===== config.mk =====
export PLATFORM = sky130hd
export DESIGN_NAME = cmd_rsp_fsm
export DESIGN_NICKNAME = d
export VERILOG_FILES = /design/src/rtl/cmd_rsp_pkg.sv /design/src/rtl/wait_timer.sv /design/src/rtl/cmd_rsp_fsm.sv
export SDC_FILE = /design/constraint.sdc
export NUM_CORES = 1
export LEC_CHECK = 0
export BUFFER_PORTS_ARGS = -buffer_cell sky130_fd_sc_hd__buf_2
export CAP_MARGIN = 25
export CORE_MARGIN = 2
export CORE_UTILIZATION = 55
export DETAILED_ROUTE_END_ITERATION = 10
export GPL_ROUTABILITY_DRIVEN = 0
export GPL_TIMING_DRIVEN = 0
export PLACE_DENSITY = 0.91
export RECOVER_POWER = 25
export SKIP_LAST_GASP = 1
export SLEW_MARGIN = 20
export SYNTH_ARGS = -nofsm -noshare
export SYNTH_HDL_FRONTEND = slang
export SYNTH_SLANG_ARGS = --single-unit

===== constraint.sdc =====
create_clock -name clk -period 2.1 [get_ports clk]
set_input_delay 0.42 -clock clk [delete_from_list [all_inputs] [get_ports clk]]
set_output_delay 0.42 -clock clk [all_outputs]
set_load 0.02 [all_outputs]

===== src/rtl/cmd_rsp_pkg.sv =====
// Shared types and parameter defaults for the command/response handshake engine.
package cmd_rsp_pkg;

  typedef enum logic [1:0] {
    RECOVER,
    IDLE,
    RESP
  } state_e;

  localparam int DEF_DATA_W    = 8;
  localparam int DEF_MAX_BEATS = 4;
  localparam int DEF_TIMEOUT   = 16;
  localparam int DEF_CNT_W     = 16;

endpackage


===== src/rtl/wait_timer.sv =====
// Per-beat stall timer: counts down from TIMEOUT-1 while enabled, reloads on clear.
module wait_timer
  import cmd_rsp_pkg::*;
#(
  parameter int TIMEOUT = DEF_TIMEOUT
) (
  input  logic clk,
  input  logic rst,
  input  logic clr,
  input  logic en,
  output logic expire
);

  generate
    if (TIMEOUT == 0) begin : g_off
      assign expire = 1'b0;
    end else begin : g_cnt
      localparam int TW = (TIMEOUT > 1) ? $clog2(TIMEOUT) : 1;
      localparam logic [TW-1:0] START = TW'(TIMEOUT - 1);

      logic [TW-1:0] remain;

      always_ff @(posedge clk or posedge rst) begin
        if (rst) begin
          remain <= START;
        end else if (clr) begin
          remain <= START;
        end else if (en && (remain != '0)) begin
          remain <= remain - TW'(1);
        end
      end

      // remain==0 is the same condition as an up-count of stalls reaching TIMEOUT-1
      assign expire = (remain == '0);
    end
  endgenerate

endmodule


===== src/rtl/cmd_rsp_fsm.sv =====
// Command/response engine: one command in, a burst of 1..MAX_BEATS incrementing beats out.
module cmd_rsp_fsm
  import cmd_rsp_pkg::*;
#(
  parameter int DATA_W    = DEF_DATA_W,
  parameter int MAX_BEATS = DEF_MAX_BEATS,
  parameter int LEN_W     = $clog2(MAX_BEATS),
  parameter int TIMEOUT   = DEF_TIMEOUT,
  parameter int CNT_W     = DEF_CNT_W
) (
  input  logic              clk,
  input  logic              rst,
  input  logic              cmd_vld,
  output logic              cmd_rdy,
  input  logic [DATA_W-1:0] cmd_data,
  input  logic [LEN_W-1:0]  cmd_len,
  output logic              rsp_vld,
  input  logic              rsp_rdy,
  output logic [DATA_W-1:0] rsp_data,
  output logic              rsp_last,
  output logic              busy,
  output logic              timeout_err,
  output logic [CNT_W-1:0]  done_cnt
);

  state_e            state, state_n;
  logic [DATA_W-1:0] base, base_n;
  logic [LEN_W-1:0]  len, len_n;
  logic [LEN_W-1:0]  beat, beat_n;
  logic              cmd_rdy_n, rsp_vld_n, rsp_last_n, busy_n, timeout_err_n;
  logic [DATA_W-1:0] rsp_data_n;
  logic [CNT_W-1:0]  done_cnt_n;

  logic stall, expire;

  assign stall = (state == RESP) && rsp_vld && !rsp_rdy;

  wait_timer #(.TIMEOUT(TIMEOUT)) u_wait_timer (
    .clk   (clk),
    .rst   (rst),
    .clr   (!stall),
    .en    (stall),
    .expire(expire)
  );

  always_ff @(posedge clk or posedge rst) begin
    if (rst) begin
      state       <= RECOVER;
      base        <= '0;
      len         <= '0;
      beat        <= '0;
      cmd_rdy     <= 1'b0;
      rsp_vld     <= 1'b0;
      rsp_data    <= '0;
      rsp_last    <= 1'b0;
      busy        <= 1'b0;
      timeout_err <= 1'b0;
      done_cnt    <= '0;
    end else begin
      state       <= state_n;
      base        <= base_n;
      len         <= len_n;
      beat        <= beat_n;
      cmd_rdy     <= cmd_rdy_n;
      rsp_vld     <= rsp_vld_n;
      rsp_data    <= rsp_data_n;
      rsp_last    <= rsp_last_n;
      busy        <= busy_n;
      timeout_err <= timeout_err_n;
      done_cnt    <= done_cnt_n;
    end
  end

  always_comb begin
    state_n       = state;
    base_n        = base;
    len_n         = len;
    beat_n        = beat;
    cmd_rdy_n     = cmd_rdy;
    rsp_vld_n     = rsp_vld;
    rsp_data_n    = rsp_data;
    rsp_last_n    = rsp_last;
    busy_n        = busy;
    timeout_err_n = 1'b0;
    done_cnt_n    = done_cnt;

    unique case (state)
      RECOVER: begin
        cmd_rdy_n = 1'b1;
        state_n   = IDLE;
      end

      IDLE: begin
        if (cmd_vld && cmd_rdy) begin
          base_n     = cmd_data;
          len_n      = cmd_len;
          beat_n     = '0;
          cmd_rdy_n  = 1'b0;
          rsp_vld_n  = 1'b1;
          rsp_data_n = cmd_data;
          rsp_last_n = (cmd_len == '0);
          busy_n     = 1'b1;
          state_n    = RESP;
        end
      end

      RESP: begin
        if (rsp_vld && rsp_rdy) begin
          if (rsp_last) begin
            rsp_vld_n  = 1'b0;
            rsp_last_n = 1'b0;
            busy_n     = 1'b0;
            done_cnt_n = done_cnt + CNT_W'(1);
            state_n    = RECOVER;
          end else begin
            beat_n     = beat + LEN_W'(1);
            rsp_data_n = base + DATA_W'(beat) + DATA_W'(1);
            rsp_last_n = ((beat + LEN_W'(1)) == len);
          end
        end else if (stall && expire) begin
          rsp_vld_n     = 1'b0;
          rsp_last_n    = 1'b0;
          busy_n        = 1'b0;
          timeout_err_n = 1'b1;
          state_n       = RECOVER;
        end
      end

      default: state_n = RECOVER;
    endcase
  end

endmodule


==> summary.txt <==
Power
  • Internal Pwr Total: a little over 0.002 W
  • Comb pwr share: a little over two fifths
  • P per Cell Area: approximately 1300 mW/mm²
  • Worst IR drop on VDD: roughly 0.63 mV
  • Net load switching power: roughly 0.0014 W
  • Fraction of power consumed by the clock network: approximately 16%
  • Switching part of the total: 39.8%
  • Static power due to leakage: about 1.3 nW
  • Total design power: around 0.0034 W
  • Sequential fraction of design power: between 40% and 50%

Floorplanning
  • Chip height: around 70 µm
  • Rows: 23
  • Initial core utilization: between 50% and 60%
  • Overall die area: 0.00486 mm²
  • Count of pins on the block boundary: 43
  • Area of the placeable core: about 0.0041 mm²
  • Width of the die: about 70 µm

STA
  • Achievable clock frequency: about 540 MHz
  • Part of the cycle the worst path needs: between 80% and 90%
  • Final total negative setup slack: 0 ns
  • Setup repair after global routing missed its margin: false
  • Transition time at the pin with the least slew margin: roughly 0.82 ns
  • Hold Violations, Final: 0
  • Worst-case hold slack: 0.270 ns
  • Final Setup Violations: 0
  • Worst Skew: about 0.0058 ns
  • Post-route minimum period: ~1.8 ns
  • Max-slew headroom: 45.1%
  • Max-slew violation count: 0

Clocking
  • CTS Hold Buffers Added: 0
  • Maximum buffer depth of the clock tree: 2
  • Clock-pin transition on the worst setup and hold timing paths: 0.08 ns
  • Cell at the root of the clock tree: sky130_fd_sc_hd__clkbuf_8
  • Number of CTS-inserted buffers: 5
  • Insertion delay of the later-clocked pin in the worst-skew pair: just under 0.3 ns
  • Clock sink count: 46
  • Post_cts resized: 0
  • Post-CTS Repair Setup Buffers: 0
  • Number of H-tree levels: 2
  • TritonCTS clock tree: done

Drt
  • Number of DRC violations after detailed routing: 0
  • Count of routing violations after the opening detailed-route iteration: 102
  • Routed Wire Length: 4480 µm
  • Routed via count divided by cell count: ~5.5
  • Total via count after detailed routing: between 1500 and 2000
  • WL per Instance: roughly 14 µm
  • Remaining antenna violation count after routing: 0
  • First-pass detailed-route iteration total: 4

Yosys
  • Sequential fraction of the synthesis area: a little under 50%
  • Post-Synthesis Mean Instance Area: between 10 and 15 µm²
  • Synth Area in Compound Gates: approximately 8.4%
  • Async set-reset flop share out of synthesis: 100%
  • Xor/xnor share of the synthesized area: under 10%
  • Adder and majority gate portion of the synthesized area: between 5 and 6%
  • Cell count after synthesis: between 200 and 250
  • Synth cell types: 47
  • Top flip-flop cell by instance count after synthesis: sky130_fd_sc_hd__dfrtp_1
  • Main combinational cell family by area after synthesis: simple AND/OR/NAND/NOR gates
  • Number of enable-type register cells in the synthesized netlist: 0
  • Post-synthesis mux area share: approximately 7.0%
  • Yosys warning count: 0
  • Post-Syn Area: 0.00237 mm²
  • Synthesized-area fraction occupied by and/or/nand/nor cells: 18.2%
  • Total of flip-flops plus latches after synthesis: 46
  • Synth Net Count: roughly 240

Setup path
  • Data arrival at the endpoint of the critical path: between 2 and 2.5 ns
  • Required time of the critical path: roughly 2.3 ns
  • Startpoint type of the worst setup path: flop
  • Worst Setup End Kind: flop
  • Path type of the worst setup path: reg2reg
  • Crit path max fanout: 6

Flow run
  • Maximum capacitance violations: 0

Final layout
  • Number of nets in the layout: 290
  • Area Overhead vs Synth: 15.3%
  • Number of antenna repair diodes: 0
  • Share of post-route cells with drive strength above 1: roughly 29%
  • Final instance area: roughly 0.0027 mm²
  • Final Core Density: between 60% and 70%
  • Highest-count cells in the layout ignoring fill and taps: 42 x sky130_fd_sc_hd__buf_2, 42 x sky130_fd_sc_hd__dfrtp_1, 22 x sky130_fd_sc_hd__nand2_1

Place
  • HPWL Detailed: 3340 µm
  • Input/output buffers: 41
  • Total placed instance area: ~0.0027 mm²

Min path
  • Hold WC Path Type: in2async

Global routing
  • Vias in the first global route: 1786
  • Global-route wire length before repair: around 7800 µm
  • Pin count of the biggest net entering global routing: 25
  • Remaining global-route overflow: 0
  • Antenna violations before repair: 0
  • Gr usage total: approximately a fifth

Run status
  • Result of the run: finished, final reports clean
==> state kept, by name, summed over array words and instances (netlist names), 2 cells and up <==
register and flops:
u_wait_timer.g_cnt.remain 4, len 2, rsp_data 8, beat 2
base 8, done_cnt 16, state 2
==> power by group through the flow <==
stage               Combinational [W]  Sequential [W]  Clock (W)
CTS                           0.00152         0.00139   0.000563
detailed placement            0.00152         0.00141          0
global placement              0.00144         0.00139          0
finish                        0.00150         0.00139   0.000552
floorplan                    0.000997         0.00150          0
global route                  0.00166         0.00144   0.000608
==> final timing paths <==
path | from | to | slack (ns) | cells past startpoint
setup / recovery | beat[0] | rsp_data[4] | 0.26 | 7
hold / removal | rst | rsp_data[4] | 0.27 | 2
setup reg to reg | beat[0] | rsp_data[4] | 0.26 | 7
hold reg to reg | done_cnt[15] | done_cnt[15] | 0.47 | 1
max in group asynchronous | rst | base[7] | 0.75 | 3
min in group clk | cmd_vld | cmd_rdy | 0.34 | 2
==> cell families after synthesis <==
family / after synthesis
buffers and inverters: 18
DFF: 46
AOI/OAI and AO/OA: 31
and+or+nand+nor: 73
xor gates and xnor gates: 24
muxes: 15
adders and majority gates: 10
==> layout make-up <==
cell class,count,area [µm²]
clock buffers,7,86.3
multi-input cells,153,1140
clock inverters,1,5.00
flip-flops and latches,46,1160
fillers,303,1350
inverters,13,48.8
repair buffers,42,210
plain buffers,5,27.5
well taps,50,62.6
==> per-stage QoR <==
stage	setup slack, ns	cells
6_report	0.264	317
4_1_cts	0.235	317
5_1_grt	0.0968	317
2_1_floorplan	0.451	217
3_3_place_gp	0.0256	308
3_5_place_dp	0.262	309
==> synth_stat cells, types with 2 or more instances <==
library cell	n	area share (%)
sky130_fd_sc_hd__nand4_1	5	1.3
sky130_fd_sc_hd__ha_1	9	4.7
sky130_fd_sc_hd__inv_1	13	2.1
sky130_fd_sc_hd__dfrtp_1	42	44
sky130_fd_sc_hd__mux2_1	3	1.4
sky130_fd_sc_hd__and3b_1	2	0.74
sky130_fd_sc_hd__and2_1	2	0.53
sky130_fd_sc_hd__nand3_1	11	2.3
sky130_fd_sc_hd__buf_4	2	0.63
sky130_fd_sc_hd__nand2_1	22	3.5
sky130_fd_sc_hd__xor2_1	9	3.3
sky130_fd_sc_hd__nor2b_1	3	0.79
sky130_fd_sc_hd__o211ai_1	2	0.63
sky130_fd_sc_hd__clkbuf_1	2	0.32
sky130_fd_sc_hd__a21oi_1	4	0.84
sky130_fd_sc_hd__xnor2_1	15	5.5
sky130_fd_sc_hd__o21ai_0	8	1.7
sky130_fd_sc_hd__o221ai_1	2	0.74
sky130_fd_sc_hd__mux2_2	10	4.7
sky130_fd_sc_hd__nor2_1	10	1.6
sky130_fd_sc_hd__and3_1	3	0.79
sky130_fd_sc_hd__o21ai_1	7	1.5
sky130_fd_sc_hd__nor3_1	2	0.42
sky130_fd_sc_hd__mux2i_1	2	0.84
sky130_fd_sc_hd__dfstp_2	4	4.4
sky130_fd_sc_hd__and4_1	2	0.74
==> metal layers <==
metal / GRT usage, % / part of all wire, % / up-vias
li1: - / - / 852
met1: 24.9 / 44 / 843
met2: 33.9 / 51 / 35
met3: 3.92 / 4.3 / 2
met4: 7.69 / 0.76 / 0
met5: 0 / 0 / -
==> critical path, cell delays in order, from the launching register on <==
cell and delay (ns):
sky130_fd_sc_hd__dfrtp_1 0.43, sky130_fd_sc_hd__inv_1 0.09, sky130_fd_sc_hd__ha_1 0.22, sky130_fd_sc_hd__fa_1 0.44, sky130_fd_sc_hd__nand3b_1 0.20, sky130_fd_sc_hd__xnor2_1 0.13
sky130_fd_sc_hd__mux2i_1 0.14, sky130_fd_sc_hd__o21ai_1 0.07
(Power assumes the default switching activity.)
